==> config.mk <==
export PLATFORM = sky130hd
export DESIGN_NAME = matrix_display_unit
export DESIGN_NICKNAME = d
export VERILOG_FILES = /design/src/rtl/matrix_display_unit_pkg.sv /design/src/rtl/matrix_display_unit_u8_to_dec_ascii.sv /design/src/rtl/matrix_display_unit.sv
export SDC_FILE = /design/constraint.sdc
export NUM_CORES = 1
export LEC_CHECK = 0
export CORE_MARGIN = 1.5
export CORE_UTILIZATION = 54
export DETAILED_ROUTE_END_ITERATION = 10
export HOLD_SLACK_MARGIN = 0.12
export PLACE_DENSITY = 0.82
export RECOVER_POWER = 100
export SLEW_MARGIN = 20
export SYNTH_ARGS = -nofsm -noshare
export SYNTH_HDL_FRONTEND = slang
export SYNTH_SLANG_ARGS = --single-unit
==> constraint.sdc <==
create_clock -name clk -period 7.7 [get_ports clk]
set_input_delay 2.31 -clock clk [delete_from_list [all_inputs] [get_ports clk]]
set_output_delay 2.31 -clock clk [all_outputs]
set_load 0.05 [all_outputs]
==> src/rtl/matrix_display_unit_pkg.sv <==
// Shared encodings for the matrix display unit: job modes, ASCII bytes and FSM states.
package matrix_display_unit_pkg;

    localparam logic [1:0] DISP_SINGLE = 2'd0;
    localparam logic [1:0] DISP_LIST   = 2'd1;
    localparam logic [1:0] DISP_RECALL = 2'd3;

    localparam logic [7:0] CR   = 8'h0D;
    localparam logic [7:0] LF   = 8'h0A;
    localparam logic [7:0] SP   = 8'h20;
    localparam logic [7:0] HASH = 8'h23;
    localparam logic [7:0] ZERO = 8'h30;

    typedef enum logic [3:0] {
        S_IDLE,
        S_CHECK,
        S_HDR,
        S_RD_REQ,
        S_RD_WAIT,
        S_EMIT,
        S_SEP,
        S_DONE,
        S_WAIT_REL
    } state_t;

endpackage

==> src/rtl/matrix_display_unit_u8_to_dec_ascii.sv <==
// Combinational byte-to-decimal converter: three ASCII digits (index 0 = ones) and
// the number of significant digits, so leading zeros can be skipped by the caller.
module u8_to_dec_ascii
    import matrix_display_unit_pkg::*;
(
    input  logic [7:0]      value,
    output logic [2:0][7:0] digits,
    output logic [1:0]      num_digits
);

    genvar gi;
    generate
        for (gi = 0; gi < 3; gi = gi + 1) begin : g_digit
            localparam int WEIGHT = 10 ** gi;
            logic [7:0] place;
            assign place      = (value / 8'(WEIGHT)) % 8'd10;
            assign digits[gi] = ZERO + place;
        end
    endgenerate

    assign num_digits = (value >= 8'd100) ? 2'd3 :
                        (value >= 8'd10)  ? 2'd2 : 2'd1;

endmodule

==> src/rtl/matrix_display_unit.sv <==
// Display job responder: validates a job, reads matrix elements from storage and
// streams them as decimal ASCII text (optionally with "#k" headers) to the UART.
module matrix_display_unit
    import matrix_display_unit_pkg::*;
#(
    parameter int MAX_DIM = 5,
    parameter int ADDR_W  = 8
) (
    input  logic              clk,
    input  logic              rst,
    input  logic              en,
    input  logic [1:0]        mode,
    input  logic [ADDR_W-1:0] base_addr,
    input  logic [1:0]        total_cnt,
    input  logic [31:0]       dim_m,
    input  logic [31:0]       dim_n,
    input  logic [1:0]        selected_id,
    output logic              mem_rd_en,
    output logic [ADDR_W-1:0] mem_rd_addr,
    input  logic [7:0]        mem_rd_data,
    output logic [7:0]        tx_data,
    output logic              tx_valid,
    input  logic              tx_ready,
    output logic              done,
    output logic              err
);

    localparam int DIM_W = $clog2(MAX_DIM + 1);

    state_t            state_reg, state_next;
    logic [DIM_W-1:0]  m_reg, m_next, n_reg, n_next;
    logic [DIM_W-1:0]  r_reg, r_next, c_reg, c_next;
    logic [ADDR_W-1:0] addr_reg, addr_next;
    logic [1:0]        k_reg, k_next, last_k_reg, last_k_next;
    logic [7:0]        data_reg, data_next;
    logic [1:0]        hdr_idx_reg, hdr_idx_next;
    logic [1:0]        dig_idx_reg, dig_idx_next;
    logic              sep_idx_reg, sep_idx_next;
    logic              err_reg, err_next;
    logic [DIM_W-1:0]  cache_m_reg, cache_m_next, cache_n_reg, cache_n_next;
    logic [ADDR_W-1:0] cache_base_reg, cache_base_next;
    logic [1:0]        cache_cnt_reg, cache_cnt_next;

    logic [2:0][7:0]   digits;
    logic [1:0]        num_digits;
    logic [1:0]        dig_pos;
    logic              dim_ok;
    logic              job_ok;
    logic [ADDR_W-1:0] recall_off;
    logic              last_col;
    logic              last_row;

    u8_to_dec_ascii u_dec (
        .value      (data_reg),
        .digits     (digits),
        .num_digits (num_digits)
    );

    // Digits are walked most-significant first, starting at the highest significant one.
    assign dig_pos  = num_digits - 2'd1 - dig_idx_reg;
    assign last_col = (c_reg == n_reg - DIM_W'(1));
    assign last_row = (r_reg == m_reg - DIM_W'(1));

    always_comb begin
        dim_ok = (dim_m >= 32'd1) && (dim_m <= 32'(MAX_DIM)) &&
                 (dim_n >= 32'd1) && (dim_n <= 32'(MAX_DIM));
        case (mode)
            DISP_SINGLE: job_ok = dim_ok;
            DISP_LIST:   job_ok = dim_ok && (total_cnt != 2'd0) && (total_cnt <= 2'd2);
            DISP_RECALL: job_ok = dim_ok && (cache_cnt_reg != 2'd0) &&
                                  (selected_id != 2'd0) && (selected_id <= cache_cnt_reg);
            default:     job_ok = 1'b0;
        endcase
        recall_off = ADDR_W'(selected_id - 2'd1) * ADDR_W'(cache_m_reg) * ADDR_W'(cache_n_reg);
    end

    always_comb begin
        state_next      = state_reg;
        m_next          = m_reg;
        n_next          = n_reg;
        r_next          = r_reg;
        c_next          = c_reg;
        addr_next       = addr_reg;
        k_next          = k_reg;
        last_k_next     = last_k_reg;
        data_next       = data_reg;
        hdr_idx_next    = hdr_idx_reg;
        dig_idx_next    = dig_idx_reg;
        sep_idx_next    = sep_idx_reg;
        err_next        = err_reg;
        cache_m_next    = cache_m_reg;
        cache_n_next    = cache_n_reg;
        cache_base_next = cache_base_reg;
        cache_cnt_next  = cache_cnt_reg;
        mem_rd_en       = 1'b0;
        mem_rd_addr     = '0;
        tx_data         = 8'h00;
        tx_valid        = 1'b0;
        done            = 1'b0;
        err             = 1'b0;

        case (state_reg)
            S_IDLE: begin
                if (en) state_next = S_CHECK;
            end

            S_CHECK: begin
                err_next     = 1'b0;
                r_next       = '0;
                c_next       = '0;
                hdr_idx_next = '0;
                dig_idx_next = '0;
                sep_idx_next = 1'b0;
                m_next       = dim_m[DIM_W-1:0];
                n_next       = dim_n[DIM_W-1:0];
                addr_next    = base_addr;
                k_next       = 2'd1;
                last_k_next  = 2'd1;
                if (!job_ok) begin
                    err_next   = 1'b1;
                    state_next = S_DONE;
                end else if (mode == DISP_SINGLE) begin
                    state_next = S_RD_REQ;
                end else if (mode == DISP_LIST) begin
                    last_k_next     = total_cnt;
                    cache_m_next    = dim_m[DIM_W-1:0];
                    cache_n_next    = dim_n[DIM_W-1:0];
                    cache_base_next = base_addr;
                    cache_cnt_next  = total_cnt;
                    state_next      = S_HDR;
                end else begin
                    m_next      = cache_m_reg;
                    n_next      = cache_n_reg;
                    addr_next   = cache_base_reg + recall_off;
                    k_next      = selected_id;
                    last_k_next = selected_id;
                    state_next  = S_HDR;
                end
            end

            S_HDR: begin
                tx_valid = 1'b1;
                case (hdr_idx_reg)
                    2'd0:    tx_data = HASH;
                    2'd1:    tx_data = ZERO + {6'd0, k_reg};
                    2'd2:    tx_data = CR;
                    default: tx_data = LF;
                endcase
                if (tx_ready) begin
                    hdr_idx_next = hdr_idx_reg + 2'd1;
                    if (hdr_idx_reg == 2'd3) state_next = S_RD_REQ;
                end
            end

            S_RD_REQ: begin
                mem_rd_en   = 1'b1;
                mem_rd_addr = addr_reg;
                state_next  = S_RD_WAIT;
            end

            S_RD_WAIT: begin
                data_next    = mem_rd_data;
                addr_next    = addr_reg + ADDR_W'(1);
                dig_idx_next = '0;
                state_next   = S_EMIT;
            end

            S_EMIT: begin
                tx_valid = 1'b1;
                tx_data  = digits[dig_pos];
                if (tx_ready) begin
                    dig_idx_next = dig_idx_reg + 2'd1;
                    if (dig_pos == 2'd0) state_next = S_SEP;
                end
            end

            S_SEP: begin
                tx_valid = 1'b1;
                if (!last_col) begin
                    tx_data = SP;
                    if (tx_ready) begin
                        c_next     = c_reg + DIM_W'(1);
                        state_next = S_RD_REQ;
                    end
                end else if (!sep_idx_reg) begin
                    tx_data = CR;
                    if (tx_ready) sep_idx_next = 1'b1;
                end else begin
                    tx_data = LF;
                    if (tx_ready) begin
                        sep_idx_next = 1'b0;
                        c_next       = '0;
                        if (!last_row) begin
                            r_next     = r_reg + DIM_W'(1);
                            state_next = S_RD_REQ;
                        end else begin
                            r_next = '0;
                            if (k_reg == last_k_reg) begin
                                state_next = S_DONE;
                            end else begin
                                k_next       = k_reg + 2'd1;
                                hdr_idx_next = '0;
                                state_next   = S_HDR;
                            end
                        end
                    end
                end
            end

            S_DONE: begin
                done       = 1'b1;
                err        = err_reg;
                err_next   = 1'b0;
                state_next = S_WAIT_REL;
            end

            S_WAIT_REL: begin
                if (!en) state_next = S_IDLE;
            end

            default: state_next = S_IDLE;
        endcase
    end

    always_ff @(posedge clk or posedge rst) begin
        if (rst) begin
            state_reg      <= S_IDLE;
            m_reg          <= '0;
            n_reg          <= '0;
            r_reg          <= '0;
            c_reg          <= '0;
            addr_reg       <= '0;
            k_reg          <= '0;
            last_k_reg     <= '0;
            data_reg       <= '0;
            hdr_idx_reg    <= '0;
            dig_idx_reg    <= '0;
            sep_idx_reg    <= 1'b0;
            err_reg        <= 1'b0;
            cache_m_reg    <= '0;
            cache_n_reg    <= '0;
            cache_base_reg <= '0;
            cache_cnt_reg  <= '0;
        end else begin
            state_reg      <= state_next;
            m_reg          <= m_next;
            n_reg          <= n_next;
            r_reg          <= r_next;
            c_reg          <= c_next;
            addr_reg       <= addr_next;
            k_reg          <= k_next;
            last_k_reg     <= last_k_next;
            data_reg       <= data_next;
            hdr_idx_reg    <= hdr_idx_next;
            dig_idx_reg    <= dig_idx_next;
            sep_idx_reg    <= sep_idx_next;
            err_reg        <= err_next;
            cache_m_reg    <= cache_m_next;
            cache_n_reg    <= cache_n_next;
            cache_base_reg <= cache_base_next;
            cache_cnt_reg  <= cache_cnt_next;
        end
    end

endmodule

==> results of run 1 <==
==> layout make-up <==
type / count / share of cell area (%)
tap: 140 / 2.373
multi-input combinational: 591 / 56.77
clock buffer: 11 / 1.916
sequential: 58 / 19.73
timing repair buffer: 121 / 16.19
clock inverter: 5 / 0.4068
inverter: 47 / 2.611
==> path summary, 6_finish.rpt <==
check | slack (ns) | start | cells past startpoint | endpoint
setup / recovery | 0.22 | data_reg[3]$_DFFE_PP0P_ | 22 | tx_data[6]
hold / removal | 0.49 | m_reg[1]$_DFFE_PP0P_ | 2 | m_reg[1]$_DFFE_PP0P_
setup reg to reg | 3.13 | cache_m_reg[0]$_DFFE_PP0P_ | 19 | addr_reg[7]$_DFFE_PP0P_
hold reg to reg | 0.49 | m_reg[1]$_DFFE_PP0P_ | 2 | m_reg[1]$_DFFE_PP0P_
max in group asynchronous | 2.12 | rst | 3 | data_reg[7]$_DFFE_PP0P_
min in group asynchronous | 3.58 | rst | 3 | cache_cnt_reg[0]$_DFFE_PP0P_
==> cell usage in the layout, fill, tap and decap left out, drive strengths merged, types with 11 or more instances in the layout <==
| master | count |
|---|---|
| nand2 | 98 |
| clkdlybuf4s50 | 77 |
| dfrtp | 58 |
| nor2 | 55 |
| o21ai | 55 |
| inv | 44 |
| ha | 42 |
| a21oi | 33 |
| dlygate4sd3 | 27 |
| xnor2 | 24 |
| nor3 | 22 |
| nand3 | 20 |
| mux2i | 19 |
| nor4 | 18 |
| and2 | 18 |
| mux2 | 17 |
| nand2b | 16 |
| buf | 14 |
| clkbuf | 14 |
| fa | 13 |
| xor2 | 11 |
==> cells by family after synthesis <==
kind of cell | after synthesis | share of synthesized area [%]
flip-flops | 58 | 24.28
adder cells (fa/ha/maj) | 56 | 13.31
AND/OR/NAND/NOR | 287 | 24.07
AO/OA/AOI/OAI | 177 | 20.39
XOR/XNOR | 35 | 5.567
multiplexers | 36 | 6.383
buffers and inverters | 81 | 6.006
==> metrics by stage <==
stage / setup WS, ns / hold WS [ns] / total power, W / cell area (µm²) / std cells
after global placement: 0.5512 / 0.4707 / 0.002939 / 7161 / 954
after detailed placement: 0.3332 / 0.4786 / 0.003032 / 7161 / 954
after CTS: 0.05899 / 0.5019 / 0.003295 / 7335 / 970
after global routing: 0.001259 / 0.5346 / 0.003652 / 7381 / 973
after floorplan: 0.2873 / 0.4498 / 0.002478 / 5978 / 730
final: 0.2191 / 0.4890 / 0.003360 / 7381 / 973
==> per-layer routing <==
| layer | vias up | wire, µm | global-route usage (%) |
|---|---|---|---|
| li1 | 2794 | - | - |
| met1 | 2756 | 6419 | 34.34 |
| met2 | 245 | 8265 | 50.14 |
| met3 | 43 | 876 | 4.521 |
| met4 | 0 | 449 | 11.37 |
| met5 | - | 0 | 0 |
==> critical path, stage by stage (launching register included) <==
cell and delay [ns]:
sky130_fd_sc_hd__dfrtp_1 0.41, sky130_fd_sc_hd__buf_4 0.22, sky130_fd_sc_hd__ha_2 0.24, sky130_fd_sc_hd__or3b_1 0.42, sky130_fd_sc_hd__a22oi_2 0.20, sky130_fd_sc_hd__o21ai_2 0.13, sky130_fd_sc_hd__nand2_2 0.10, sky130_fd_sc_hd__nand2_4 0.11
sky130_fd_sc_hd__clkinv_8 0.13, sky130_fd_sc_hd__xnor2_2 0.09, sky130_fd_sc_hd__a31o_2 0.31, sky130_fd_sc_hd__a211oi_4 0.28, sky130_fd_sc_hd__a21oi_1 0.14, sky130_fd_sc_hd__or2_2 0.34, sky130_fd_sc_hd__ha_1 0.21, sky130_fd_sc_hd__o21ba_2 0.23
sky130_fd_sc_hd__o21ai_1 0.07, sky130_fd_sc_hd__mux2i_1 0.13, sky130_fd_sc_hd__ha_1 0.21, sky130_fd_sc_hd__nand2b_1 0.16, sky130_fd_sc_hd__or3_1 0.34, sky130_fd_sc_hd__a31oi_2 0.19, sky130_fd_sc_hd__buf_12 0.17
==> what timing repair did <==
| item | in CTS | in global routing |
|---|---|---|
| hold buffers | 0 | 0 |
| setup endpoints to repair | 1 | 2 |
| buffers inserted | 0 | 3 |
| gates resized for setup | 1 | 13 |
==> power groups by stage <==
stage                     clock network, W  registers [W]  logic (W)
final                             0.000250       0.000578    0.00253
after global routing              0.000269       0.000598    0.00279
after CTS                         0.000253       0.000570    0.00247
after detailed placement                 0       0.000576    0.00246
after global placement                   0       0.000565    0.00237
after floorplan                          0       0.000467    0.00201
==> results by group, run 1 <==
Outcome
  – Result of the run: finished, violations left
  – Violated checks: max-capacitance violations, max-slew violations

Yosys
  – Post-synthesis cell type count: 86
  – Number of flops mapped to enable cells by yosys: 0
  – Main synth FF type: sky130_fd_sc_hd__dfrtp_1
  – Yosys synthesis warning count: 0
  – Main area contributors after synthesis: sky130_fd_sc_hd__dfrtp_1, sky130_fd_sc_hd__ha_1, sky130_fd_sc_hd__nand2_1
  – Post-synth net total: 875
  – Mean instance size in the synthesized netlist: between 8 and 9 µm²
  – Library cell occupying the most area in the post-synthesis netlist: sky130_fd_sc_hd__dfrtp_1
  – Number of storage elements in the synthesis netlist: between 50 and 60
  – Register area share after synthesis: around 24%
  – Synthesized cell area: 0.005978 mm²
  – Post-synth top cells: sky130_fd_sc_hd__nand2_1, sky130_fd_sc_hd__dfrtp_1, sky130_fd_sc_hd__nor2_1
  – Cell with the most instances after synthesis: sky130_fd_sc_hd__nand2_1
  – Gate Count Post-Synth: between 700 and 800
  – Post-synthesis async set-or-reset flop share: 100.0%
  – Yosys top cell area share: 24.28%

Power
  – Proportion of power drawn by the clock network: between 7 and 8%
  – Part of the power in combinational logic: between 70% and 80%
  – Leakage power figure: ~3.2 nW
  – Sw Pwr: ~0.0018 W
  – Sequential share of power: between 15 and 20%
  – Peak VDD IR: 0.5940 mV
  – Sw frac: 54.70%
  – Pwr dens: around 460 mW/mm²
  – Cell-internal power: between 0.0015 and 0.002 W

Route
  – DRC violations left: 0
  – Mean number of vias per cell: 6.000
  – Routed wire length: approximately 16 mm
  – Residual antenna-violating net count after detailed routing: 0
  – Starting DRT DRC Count: around 400
  – WL per Instance: between 15 and 20 µm
  – Drt first pass iters: 6
  – Overall via count from detail_route: about 6000

STA
  – Accumulated negative setup slack: 0 ns
  – Max_slew headroom: -108.4%
  – Worst-margin pin slew: 3.125 ns
  – Number of max-slew violations in the final report: between 50 and 60
  – Highest clock frequency the design can meet: around 0.13 GHz
  – Final hold vios: 0
  – Finish-stage setup viols: 0
  – Clock period minus final worst setup slack: between 7 and 8 ns
  – Period utilisation layout: 97.15%
  – Setup repair after global routing missed its margin: no
  – Worst-case clock skew: between 0.006 and 0.007 ns

Worst setup path
  – CP Data Arrival Time: 5.17 ns
  – Type of the setup path with the least slack: reg -> out
  – CP Max Fanout: 14
  – Launching element type of the critical path: flip-flop
  – WP data required: between 5 and 6 ns
  – Endpoint kind of the worst setup timing path: primary output

Finish
  – Number of nets at the end of the flow: 973
  – Combined area of the multi-input logic cells: about 0.0042 mm²
  – Sequential cell area: ~0.0015 mm²
  – FILL cells: 843
  – Layout cells sized above 1: about a tenth
  – Number of antenna diodes: 0
  – Layout overhead on the synthesized area: 23.46%
  – End-of-flow core utilization: 68.39%

Worst hold path
  – Min-delay worst type: reg -> reg

CTS
  – Clock Sinks: 58
  – Htree depth: 3
  – TritonCTS clock tree: built
  – Root Buffer: sky130_fd_sc_hd__clkbuf_8
  – Insertion delay to the later sink of the worst-skew pair: between 0.3 and 0.4 ns
  – Inserted Clock Buffers: 9
  – Clock Tree Buf Depth: 2
  – Clock transition at the registers of the reported paths: roughly 0.060 ns

Floorplanning
  – Width of the die: between 100 and 150 µm
  – Die Area: 0.01171 mm²
  – I/O pins: 110
  – Cell row count: 38
  – Die Ht: 108.2 µm
  – Starting Density: 55.39%
  – Core footprint: ~0.011 mm²

GRT
  – Global router's overall resource usage: between 20 and 30%
  – Antenna violations before repair: 0
  – Vias in the first global route: 5644
  – Global-route wire length before repair: between 20 and 30 mm
  – Global route overflow: 0
  – Largest net degree at the start of global routing: ~60

Flow run
  – Max Cap Viol: 1

Place
  – Count of input and output buffers: ~110
  – Placed wire-length estimate: approximately 13 mm
  – Routability-driven placement congestion ratio: roughly 0.97
No activity file was read; power rests on OpenSTA's default activity.
==> inputs of run 2 (changes only) <==
Settings changed: GPL_TIMING_DRIVEN from default to 0.
==> run 2 against run 1 <==
Effect of this change: the flow still finishes with violations (max-capacitance violations, max-slew violations); maximum frequency increased by 0.62%; first-iteration DRC count increased by 5.5%; final cell count increased by 2.5%; design area grew 1.3%; count of clock-buffer cells in the layout up 2; sequential cell count did not move; hold slack better by 0.020 ns; critical path depth stayed put; non-clock buffer count is 27 higher; critical path type unchanged; critical endpoint unchanged; largest cell class unchanged.
==> results by group, run 2 (synthesis gave the netlist of run 1 again) <==
Outcome
  – Result of the run: finished, violations left (unchanged)
  – Violated checks: max-capacitance violations, max-slew violations (unchanged)

CTS
  – Clock Tree Buf Depth: 2 (unchanged)
  – Clock transition at the registers of the reported paths: 0.06 ns (about the same)
  – Insertion delay to the later sink of the worst-skew pair: 0.34 ns (was 0.35 ns)
  – Root Buffer: sky130_fd_sc_hd__clkbuf_8 (unchanged)
  – Htree depth: 3 (unchanged)
  – TritonCTS clock tree: built (unchanged)
  – Inserted Clock Buffers: 9 (unchanged)
  – Clock Sinks: 58 (unchanged)

Finish
  – Number of antenna diodes: 0 (unchanged)
  – Layout overhead on the synthesized area: 25.07% (was 23.46%)
  – Layout cells sized above 1: 10.15% (was 10.56%)
  – Most frequent standard cell in the layout excluding fill and tap cells: sky130_fd_sc_hd__nand2_1 (unchanged)
  – Number of nets at the end of the flow: 1000 (was 973)
  – Total non-filler cell area in the finished layout: 0.007477 mm² (was 0.007381 mm²)
  – Commonest non-fill, non-tap cells in the layout: sky130_fd_sc_hd__nand2_1, sky130_fd_sc_hd__clkdlybuf4s50_1, sky130_fd_sc_hd__dfrtp_1, sky130_fd_sc_hd__nor2_1, sky130_fd_sc_hd__o21ai_0 (unchanged)

Floorplanning
  – Cell row count: 38 (unchanged)
  – Die Area: 0.01171 mm² (unchanged)
  – Die Ht: 108.2 µm (unchanged)
  – I/O pins: 110 (unchanged)
  – Width of the die: 108.2 µm (unchanged)
  – Starting Density: 55.39% (unchanged)
  – Core footprint: 0.01079 mm² (unchanged)

Place
  – Placed wire-length estimate: 13.11 mm (was 12.53 mm)
  – Dpl cell area: 0.007274 mm² (was 0.007161 mm²)
  – Count of input and output buffers: 109 (unchanged)
  – Post-placement setup slack: -0.4612 ns (was 0.3332 ns)
  – Routability-driven placement congestion ratio: 0.9318 (was 0.9700)

Worst setup path
  – CP max stage delay: 0.45 ns (was 0.42 ns)
  – CP Data Arrival Time: 5.12 ns (was 5.17 ns)
  – Worst path top cell family by delay: compound AO/OA/AOI/OAI gates (unchanged)
  – Launching element type of the critical path: flip-flop (unchanged)
  – Type of the setup path with the least slack: reg -> out (unchanged)
  – Worst setup slack for register-to-register paths: 3.16 ns (was 3.13 ns)
  – CP Max Fanout: 10 (was 14)
  – Critical-path cell list: ha_1 -> or3b_1 -> a22oi_2 -> o21ai_2 -> nand2_2 -> nand2_4 -> clkinv_2 -> buf_12 -> xnor2_2 -> a31o_4 -> a211oi_4 -> a21oi_2 -> or2_2 -> ha_1 -> o21ba_2 -> o21ai_1 -> mux2i_1 -> ha_2 -> nand2b_1 -> or3_1 -> a31oi_1 -> buf_4 (was buf_4 -> ha_2 -> or3b_1 -> a22oi_2 -> o21ai_2 -> nand2_2 -> nand2_4 -> clkinv_8 -> xnor2_2 -> a31o_2 -> a211oi_4 -> a21oi_1 -> or2_2 -> ha_1 -> o21ba_2 -> o21ai_1 -> mux2i_1 -> ha_1 -> nand2b_1 -> or3_1 -> a31oi_2 -> buf_12)
  – R2r worst-path depth: 19 (unchanged)
  – WP data required: 5.39 ns (about the same)
  – Endpoint kind of the worst setup timing path: primary output (unchanged)
  – Endpoint of the worst-slack reg-to-reg timing path: addr_reg[7]$_DFFE_PP0P_ (unchanged)
  – R2r startpoint: cache_m_reg[0]$_DFFE_PP0P_ (unchanged)
  – Top cell by count, worst path: sky130_fd_sc_hd__ha_1 (unchanged)
  – Worst path buffer plus inverter count: 3 (unchanged)
  – Critical path origin: data_reg[3]$_DFFE_PP0P_ (unchanged)
  – Critical-path top delay cell: sky130_fd_sc_hd__dfrtp_2 (was sky130_fd_sc_hd__or3b_1)

STA
  – Clock period minus final worst setup slack: 7.435 ns (was 7.481 ns)
  – Min setup slack post-route: 0.2655 ns (was 0.2191 ns)
  – Max_slew headroom: -107.3% (was -108.4%)
  – Worst-margin pin slew: 3.110 ns (was 3.125 ns)
  – Setup repair after global routing missed its margin: no (unchanged)
  – Number of max-slew violations in the final report: 58 (was 59)
  – Worst-case clock skew: 0.008378 ns (was 0.006761 ns)
  – Final hold vios: 0 (unchanged)
  – Period utilisation layout: 96.55% (was 97.15%)
  – Highest clock frequency the design can meet: 0.1345 GHz (was 0.1337 GHz)
  – Finish-stage setup viols: 0 (unchanged)
  – Final hold slack: 0.5095 ns (was 0.4890 ns)

GRT
  – Global route overflow: 0 (unchanged)
  – Global-route wire length before repair: 27.36 mm (was 26.37 mm)
  – Vias in the first global route: 5787 (was 5644)
  – Global router's overall resource usage: 29.62% (was 28.34%)
  – Antenna violations before repair: 0 (unchanged)
  – Largest net degree at the start of global routing: 58 (was 59)

Route
  – Starting DRT DRC Count: 421 (was 399)
  – Routed wire length: 16.46 mm (was 16.01 mm)
  – Residual antenna-violating net count after detailed routing: 0 (unchanged)
  – DRC violations left: 0 (unchanged)
  – Drt first pass iters: 5 (was 6)
  – Overall via count from detail_route: 5935 (was 5838)
  – Mean number of vias per cell: 5.953 (was 6.000)
  – WL per Instance: 16.51 µm (was 16.45 µm)

Flow run
  – Max Cap Viol: 1 (unchanged)

Power
  – Peak VDD IR: 0.4339 mV (was 0.5940 mV)
  – Leakage power figure: 3.270 nW (was 3.212 nW)
  – Pwr dens: 459.2 mW/mm² (was 455.2 mW/mm²)

Worst hold path
  – Endpoint with the worst hold slack: m_reg[1]$_DFFE_PP0P_ (unchanged)
  – Start point of the worst min-delay path: m_reg[1]$_DFFE_PP0P_ (unchanged)
  – Worst hold path cell count: 2 (unchanged)
  – Min-delay worst type: reg -> reg (unchanged)
-- run 2: worst max-delay path by stage --
stage | end | slack [ns] | cells past startpoint
2_1_floorplan | tx_data[6] | 0.29 | 19
3_3_place_gp | tx_data[6] | -0.35 | 20
3_5_place_dp | tx_data[6] | -0.46 | 21
4_1_cts | tx_data[6] | 0.004 | 21
5_1_grt | tx_data[5] | 0.02 | 22
6_report | tx_data[6] | 0.27 | 22
-- run 2: cell type report --
class | instances | area (µm²)
Clock buffer | 13 | 158.9
Tap cell | 140 | 175.2
Buffer | 33 | 177.7
Fill cell | 873 | 3316
Inverter | 47 | 181.4
Multi-Input combinational cell | 591 | 4207
Sequential cell | 58 | 1453
Timing Repair Buffer | 115 | 1125
-- run 2: timing repair --
| action | in CTS | in global routing |
|---|---|---|
| hold buffers | 0 | 0 |
| resized for setup | 15 | 8 |
| pin swaps | 0 | 4 |
| setup endpoints to repair | 3 | 3 |
| setup buffers | 0 | 5 |
-- run 2: worst min-delay path, stage by stage, from the launching register on --
cell and delay [ns]:
sky130_fd_sc_hd__dfrtp_1 0.35, sky130_fd_sc_hd__nand2_1 0.06, sky130_fd_sc_hd__o21ai_0 0.07
-- run 2: through the flow --
step	util [%]	instances	TNS [ns]	power, W
finish	69.28	997	0	0.003434
global route	69.28	997	0	0.003745
CTS	68.91	993	0	0.003340
detailed placement	67.40	980	-0.7910	0.003077
global placement	67.12	979	-0.5531	0.002999
floorplan	-	730	0	0.002478
-- run 2: routing by layer --
layer  GRT usage [%]  vias up  share of wire (%)
met3           4.822       36                4.3
met5               0        -                  0
met4           11.00        0                3.0
li1                -     2848                  -
met1           35.12     2848                 41
met2           53.62      203                 52
-- run 2: report_power, final --
group / total [W] / internal (W) / switching (W)
logic: 0.00270 / 0.00105 / 0.00165
clock network: 0.000245 / 0.000129 / 0.000116
registers: 0.000491 / 0.000398 / 0.0000922
==> inputs of run 3 (changes only) <==
Settings changed: ABC_AREA from default to 1.
==> run 3 against run 2 <==
Effect of this change: the flow still finishes with violations (max-capacitance violations, max-slew violations); sequential power grew 1%; critical path depth shrank 1; clock power grew 3%; hold slack lost 0.0050 ns; final cell count grew 11%; clock skew grew 0.0027 ns; first-iteration DRC count shrank 25%; wire length shrank 7.7%; die area shrank 1.6%; design area shrank 2.2%; via count grew 1.0%; power grew 8.4%; largest power group unchanged.
==> results by group, run 3 <==
Finish
  – Most frequent standard cell in the layout excluding fill and tap cells: sky130_fd_sc_hd__nand2_1 (unchanged)
  – Post-layout instance count excluding filler cells: 1109 (was 997)
  – Layout overhead on the synthesized area: 24.39% (was 25.07%)
  – Sequential cell area: 0.001451 mm² (was 0.001453 mm²)
  – Number of nets at the end of the flow: 1114 (was 1000)
  – Total non-filler cell area in the finished layout: 0.007312 mm² (was 0.007477 mm²)
  – FILL cells: 943 (was 873)
  – Commonest non-fill, non-tap cells in the layout: sky130_fd_sc_hd__nand2_1, sky130_fd_sc_hd__inv_1, sky130_fd_sc_hd__nor2_1, sky130_fd_sc_hd__clkdlybuf4s50_1, sky130_fd_sc_hd__o21ai_0 (was sky130_fd_sc_hd__nand2_1, sky130_fd_sc_hd__clkdlybuf4s50_1, sky130_fd_sc_hd__dfrtp_1, sky130_fd_sc_hd__nor2_1, sky130_fd_sc_hd__o21ai_0)
  – Combined area of the multi-input logic cells: 0.003795 mm² (was 0.004207 mm²)
  – End-of-flow core utilization: 69.89% (was 69.28%)
  – Number of antenna diodes: 0 (unchanged)
  – Layout cells sized above 1: 7.811% (was 10.15%)

CTS
  – Insertion delay to the later sink of the worst-skew pair: 0.35 ns (was 0.34 ns)
  – Clock Tree Buf Depth: 2 (unchanged)
  – Inserted Clock Buffers: 9 (unchanged)
  – Clock Sinks: 58 (unchanged)
  – Count of buffers added by post-CTS timing repair for setup: 0 (unchanged)
  – Htree depth: 3 (unchanged)
  – Clock transition at the registers of the reported paths: 0.06 ns (about the same)
  – Root Buffer: sky130_fd_sc_hd__clkbuf_8 (unchanged)
  – TritonCTS clock tree: built (unchanged)

Worst setup path
  – Critical-path cell list: dlygate4sd3_1 -> inv_1 -> ha_1 -> or2_2 -> fa_1 -> fa_1 -> inv_1 -> ha_1 -> ha_1 -> a21oi_1 -> xor2_1 -> or2_2 -> fa_1 -> inv_1 -> fa_1 -> ha_1 -> inv_1 -> o21ai_0 -> xor2_1 -> o21ai_0 -> a31oi_1 (was ha_1 -> or3b_1 -> a22oi_2 -> o21ai_2 -> nand2_2 -> nand2_4 -> clkinv_2 -> buf_12 -> xnor2_2 -> a31o_4 -> a211oi_4 -> a21oi_2 -> or2_2 -> ha_1 -> o21ba_2 -> o21ai_1 -> mux2i_1 -> ha_2 -> nand2b_1 -> or3_1 -> a31oi_1 -> buf_4)
  – CP Data Arrival Time: 7.57 ns (was 5.12 ns)
  – CP max stage delay: 0.58 ns (was 0.45 ns)
  – Endpoint kind of the worst setup timing path: flip-flop (was primary output)
  – Worst path top cell family by delay: adder cells (was compound AO/OA/AOI/OAI gates)
  – WP data required: 7.90 ns (was 5.39 ns)
  – R2r startpoint: cache_m_reg[1]$_DFFE_PP0P_ (was cache_m_reg[0]$_DFFE_PP0P_)
  – Critical-path top delay cell: sky130_fd_sc_hd__dlygate4sd3_1 (was sky130_fd_sc_hd__dfrtp_2)
  – Launching element type of the critical path: primary input (was flip-flop)
  – Worst path buffer plus inverter count: 5 (was 3)
  – CP Max Fanout: 8 (was 10)
  – Type of the setup path with the least slack: in -> reg (was reg -> out)
  – Critical path origin: selected_id[0] (was data_reg[3]$_DFFE_PP0P_)

STA
  – Highest clock frequency the design can meet: 0.1358 GHz (was 0.1345 GHz)
  – Worst-case clock skew: 0.01104 ns (was 0.008378 ns)
  – Period utilisation layout: 95.63% (was 96.55%)
  – Setup repair after global routing missed its margin: no (unchanged)
  – Worst-margin pin slew: 2.419 ns (was 3.110 ns)
  – Max_slew headroom: -61.25% (was -107.3%)
  – Final hold vios: 0 (unchanged)
  – Clock period minus final worst setup slack: 7.364 ns (was 7.435 ns)
  – Accumulated negative setup slack: 0 ns (unchanged)
  – Number of max-slew violations in the final report: 46 (was 58)
  – Finish-stage setup viols: 0 (unchanged)

Route
  – Highest routed metal layer: met4 (unchanged)
  – Residual antenna-violating net count after detailed routing: 0 (unchanged)
  – Routed wire length: 15.20 mm (was 16.46 mm)
  – Met2 WL post-DR: 7.580 mm (was 8.543 mm)
  – DRC violations left: 0 (unchanged)
  – Overall via count from detail_route: 5997 (was 5935)
  – Wl on met1: 6.537 mm (was 6.717 mm)
  – WL per Instance: 13.71 µm (was 16.51 µm)
  – DR WL met3: 855 µm (was 716 µm)
  – Drt first pass iters: 5 (unchanged)
  – Mean number of vias per cell: 5.408 (was 5.953)
  – Starting DRT DRC Count: 316 (was 421)

Floorplanning
  – Cell row count: 37 (was 38)
  – Die Ht: 107.3 µm (was 108.2 µm)
  – Starting Density: 56.18% (was 55.39%)
  – I/O pins: 110 (unchanged)
  – Width of the die: 107.3 µm (was 108.2 µm)
  – Die Area: 0.01152 mm² (was 0.01171 mm²)
  – Core footprint: 0.01046 mm² (was 0.01079 mm²)

Power
  – Leakage power figure: 3.657 nW (was 3.270 nW)
  – Pwr dens: 509.2 mW/mm² (was 459.2 mW/mm²)
  – Peak VDD IR: 0.5252 mV (was 0.4339 mV)

Yosys
  – Post-synth top cells: sky130_fd_sc_hd__nand2_1, sky130_fd_sc_hd__inv_1, sky130_fd_sc_hd__nor2_1 (was sky130_fd_sc_hd__nand2_1, sky130_fd_sc_hd__dfrtp_1, sky130_fd_sc_hd__nor2_1)
  – Gate Count Post-Synth: 848 (was 730)
  – Main synth FF type: sky130_fd_sc_hd__dfrtp_1 (unchanged)
  – Number of storage elements in the synthesis netlist: 58 (unchanged)
  – Post-synth net total: 993 (was 875)
  – Number of flops mapped to enable cells by yosys: 0 (unchanged)
  – Yosys top cell area share: 24.69% (was 24.28%)
  – Yosys synthesis warning count: 0 (unchanged)
  – Post-synthesis cell type count: 52 (was 86)
  – Post-synthesis async set-or-reset flop share: 100.0% (unchanged)
  – Library cell occupying the most area in the post-synthesis netlist: sky130_fd_sc_hd__dfrtp_1 (unchanged)
  – Register area share after synthesis: 24.69% (was 24.28%)
  – Synthesized cell area: 0.005878 mm² (was 0.005978 mm²)
  – Cell with the most instances after synthesis: sky130_fd_sc_hd__nand2_1 (unchanged)
  – Mean instance size in the synthesized netlist: 6.932 µm² (was 8.189 µm²)
  – Main area contributors after synthesis: sky130_fd_sc_hd__dfrtp_1, sky130_fd_sc_hd__nand2_1, sky130_fd_sc_hd__inv_1 (was sky130_fd_sc_hd__dfrtp_1, sky130_fd_sc_hd__ha_1, sky130_fd_sc_hd__nand2_1)

GRT
  – Vias in the first global route: 5595 (was 5787)
  – Global-route wire length before repair: 24.92 mm (was 27.36 mm)
  – Global router's overall resource usage: 27.01% (was 29.62%)
  – Largest net degree at the start of global routing: 46 (was 58)
  – Antenna violations before repair: 0 (unchanged)
  – Global route overflow: 0 (unchanged)

Place
  – Count of input and output buffers: 109 (unchanged)
  – Dpl cell area: 0.007171 mm² (was 0.007274 mm²)
  – Routability-driven placement congestion ratio: 0.8828 (was 0.9318)
  – Placed wire-length estimate: 12.54 mm (was 13.11 mm)
  – Placed Cells incl. Taps: 1094 (was 980)

Outcome
  – Result of the run: finished, violations left (unchanged)
  – Violated checks: max-capacitance violations, max-slew violations (unchanged)

Worst hold path
  – Start point of the worst min-delay path: cache_base_reg[1]$_DFFE_PP0P_ (was m_reg[1]$_DFFE_PP0P_)
  – Min-delay worst type: reg -> reg (unchanged)

Flow run
  – Max Cap Viol: 1 (unchanged)
## run 3: per-stage QoR
stage / worst slack (ns) / total power, W / hold WS (ns)
final: 0.3361 / 0.003723 / 0.5044
after global routing: 0.07512 / 0.004135 / 0.5416
after CTS: 0.01639 / 0.003737 / 0.5083
after detailed placement: 0.1233 / 0.003470 / 0.4922
after global placement: 0.1849 / 0.003400 / 0.4887
after floorplan: 1.011 / 0.002856 / 0.4483
## run 3: kinds of logic after synthesis
logic type / count (synthesis) / synth area share (%)
AND/OR/NAND/NOR: 394 / 32.14
AO/OA/AOI/OAI: 148 / 14.88
XOR/XNOR: 28 / 4.172
buffers and inverters: 165 / 10.75
flip-flops: 58 / 24.69
adder cells (fa/ha/maj): 55 / 13.37
## run 3: timing repair
action	in CTS	in global routing
hold buffers	0	0
setup endpoints to repair	0	2
gates resized for setup	0	3
endpoints found under the hold margin	0	0
## run 3: final timing paths
check                                                end  slack, ns  cells after the start
max reg2reg                      addr_reg[6]$_DFFE_PP0P_       2.95                     19
min in group asynchronous   cache_cnt_reg[1]$_DFFE_PP0P_       2.48                      2
min reg2reg                cache_base_reg[1]$_DFFE_PP0P_       0.50                      2
max                              addr_reg[6]$_DFFE_PP0P_       0.34                     21
min                        cache_base_reg[1]$_DFFE_PP0P_       0.50                      2
max in group asynchronous           n_reg[2]$_DFFE_PP0P_       2.57                      3
## run 3: final cells by class
type / instances / share of cell area (%)
Clock inverter: 3 / 0.2053
Tap cell: 136 / 2.327
Clock buffer: 12 / 2.122
Inverter: 155 / 8.025
Timing Repair Buffer: 110 / 14.94
Buffer: 10 / 0.6331
Multi-Input combinational cell: 625 / 51.90
Sequential cell: 58 / 19.85
## run 3: routing by layer
| layer | GRT usage [%] | up-vias |
|---|---|---|
| met5 | 0 | - |
| met4 | 7.989 | 0 |
| met3 | 4.843 | 20 |
| met2 | 47.95 | 190 |
| met1 | 33.37 | 2746 |
| li1 | - | 3041 |
## run 3: power breakdown
| part | internal, W | switching, W |
|---|---|---|
| clock | 0.000131 | 0.000121 |
| sequential | 0.000404 | 0.0000927 |
| combinational | 0.00106 | 0.00192 |
| total | 0.00159 | 0.00213 |
## run 3: worst reg2reg max path, stage by stage, from the launching register on
cell and delay [ns]:
sky130_fd_sc_hd__dfrtp_1 0.40, sky130_fd_sc_hd__inv_1 0.09, sky130_fd_sc_hd__or2_2 0.29, sky130_fd_sc_hd__fa_1 0.50, sky130_fd_sc_hd__fa_1 0.40, sky130_fd_sc_hd__inv_1 0.06, sky130_fd_sc_hd__ha_1 0.14, sky130_fd_sc_hd__ha_1 0.16
sky130_fd_sc_hd__a21oi_1 0.07, sky130_fd_sc_hd__xor2_1 0.17, sky130_fd_sc_hd__or2_2 0.31, sky130_fd_sc_hd__fa_1 0.48, sky130_fd_sc_hd__inv_1 0.06, sky130_fd_sc_hd__fa_1 0.45, sky130_fd_sc_hd__ha_1 0.34, sky130_fd_sc_hd__inv_1 0.05
sky130_fd_sc_hd__o21ai_0 0.20, sky130_fd_sc_hd__xor2_1 0.10, sky130_fd_sc_hd__o21ai_0 0.22, sky130_fd_sc_hd__a31oi_1 0.11
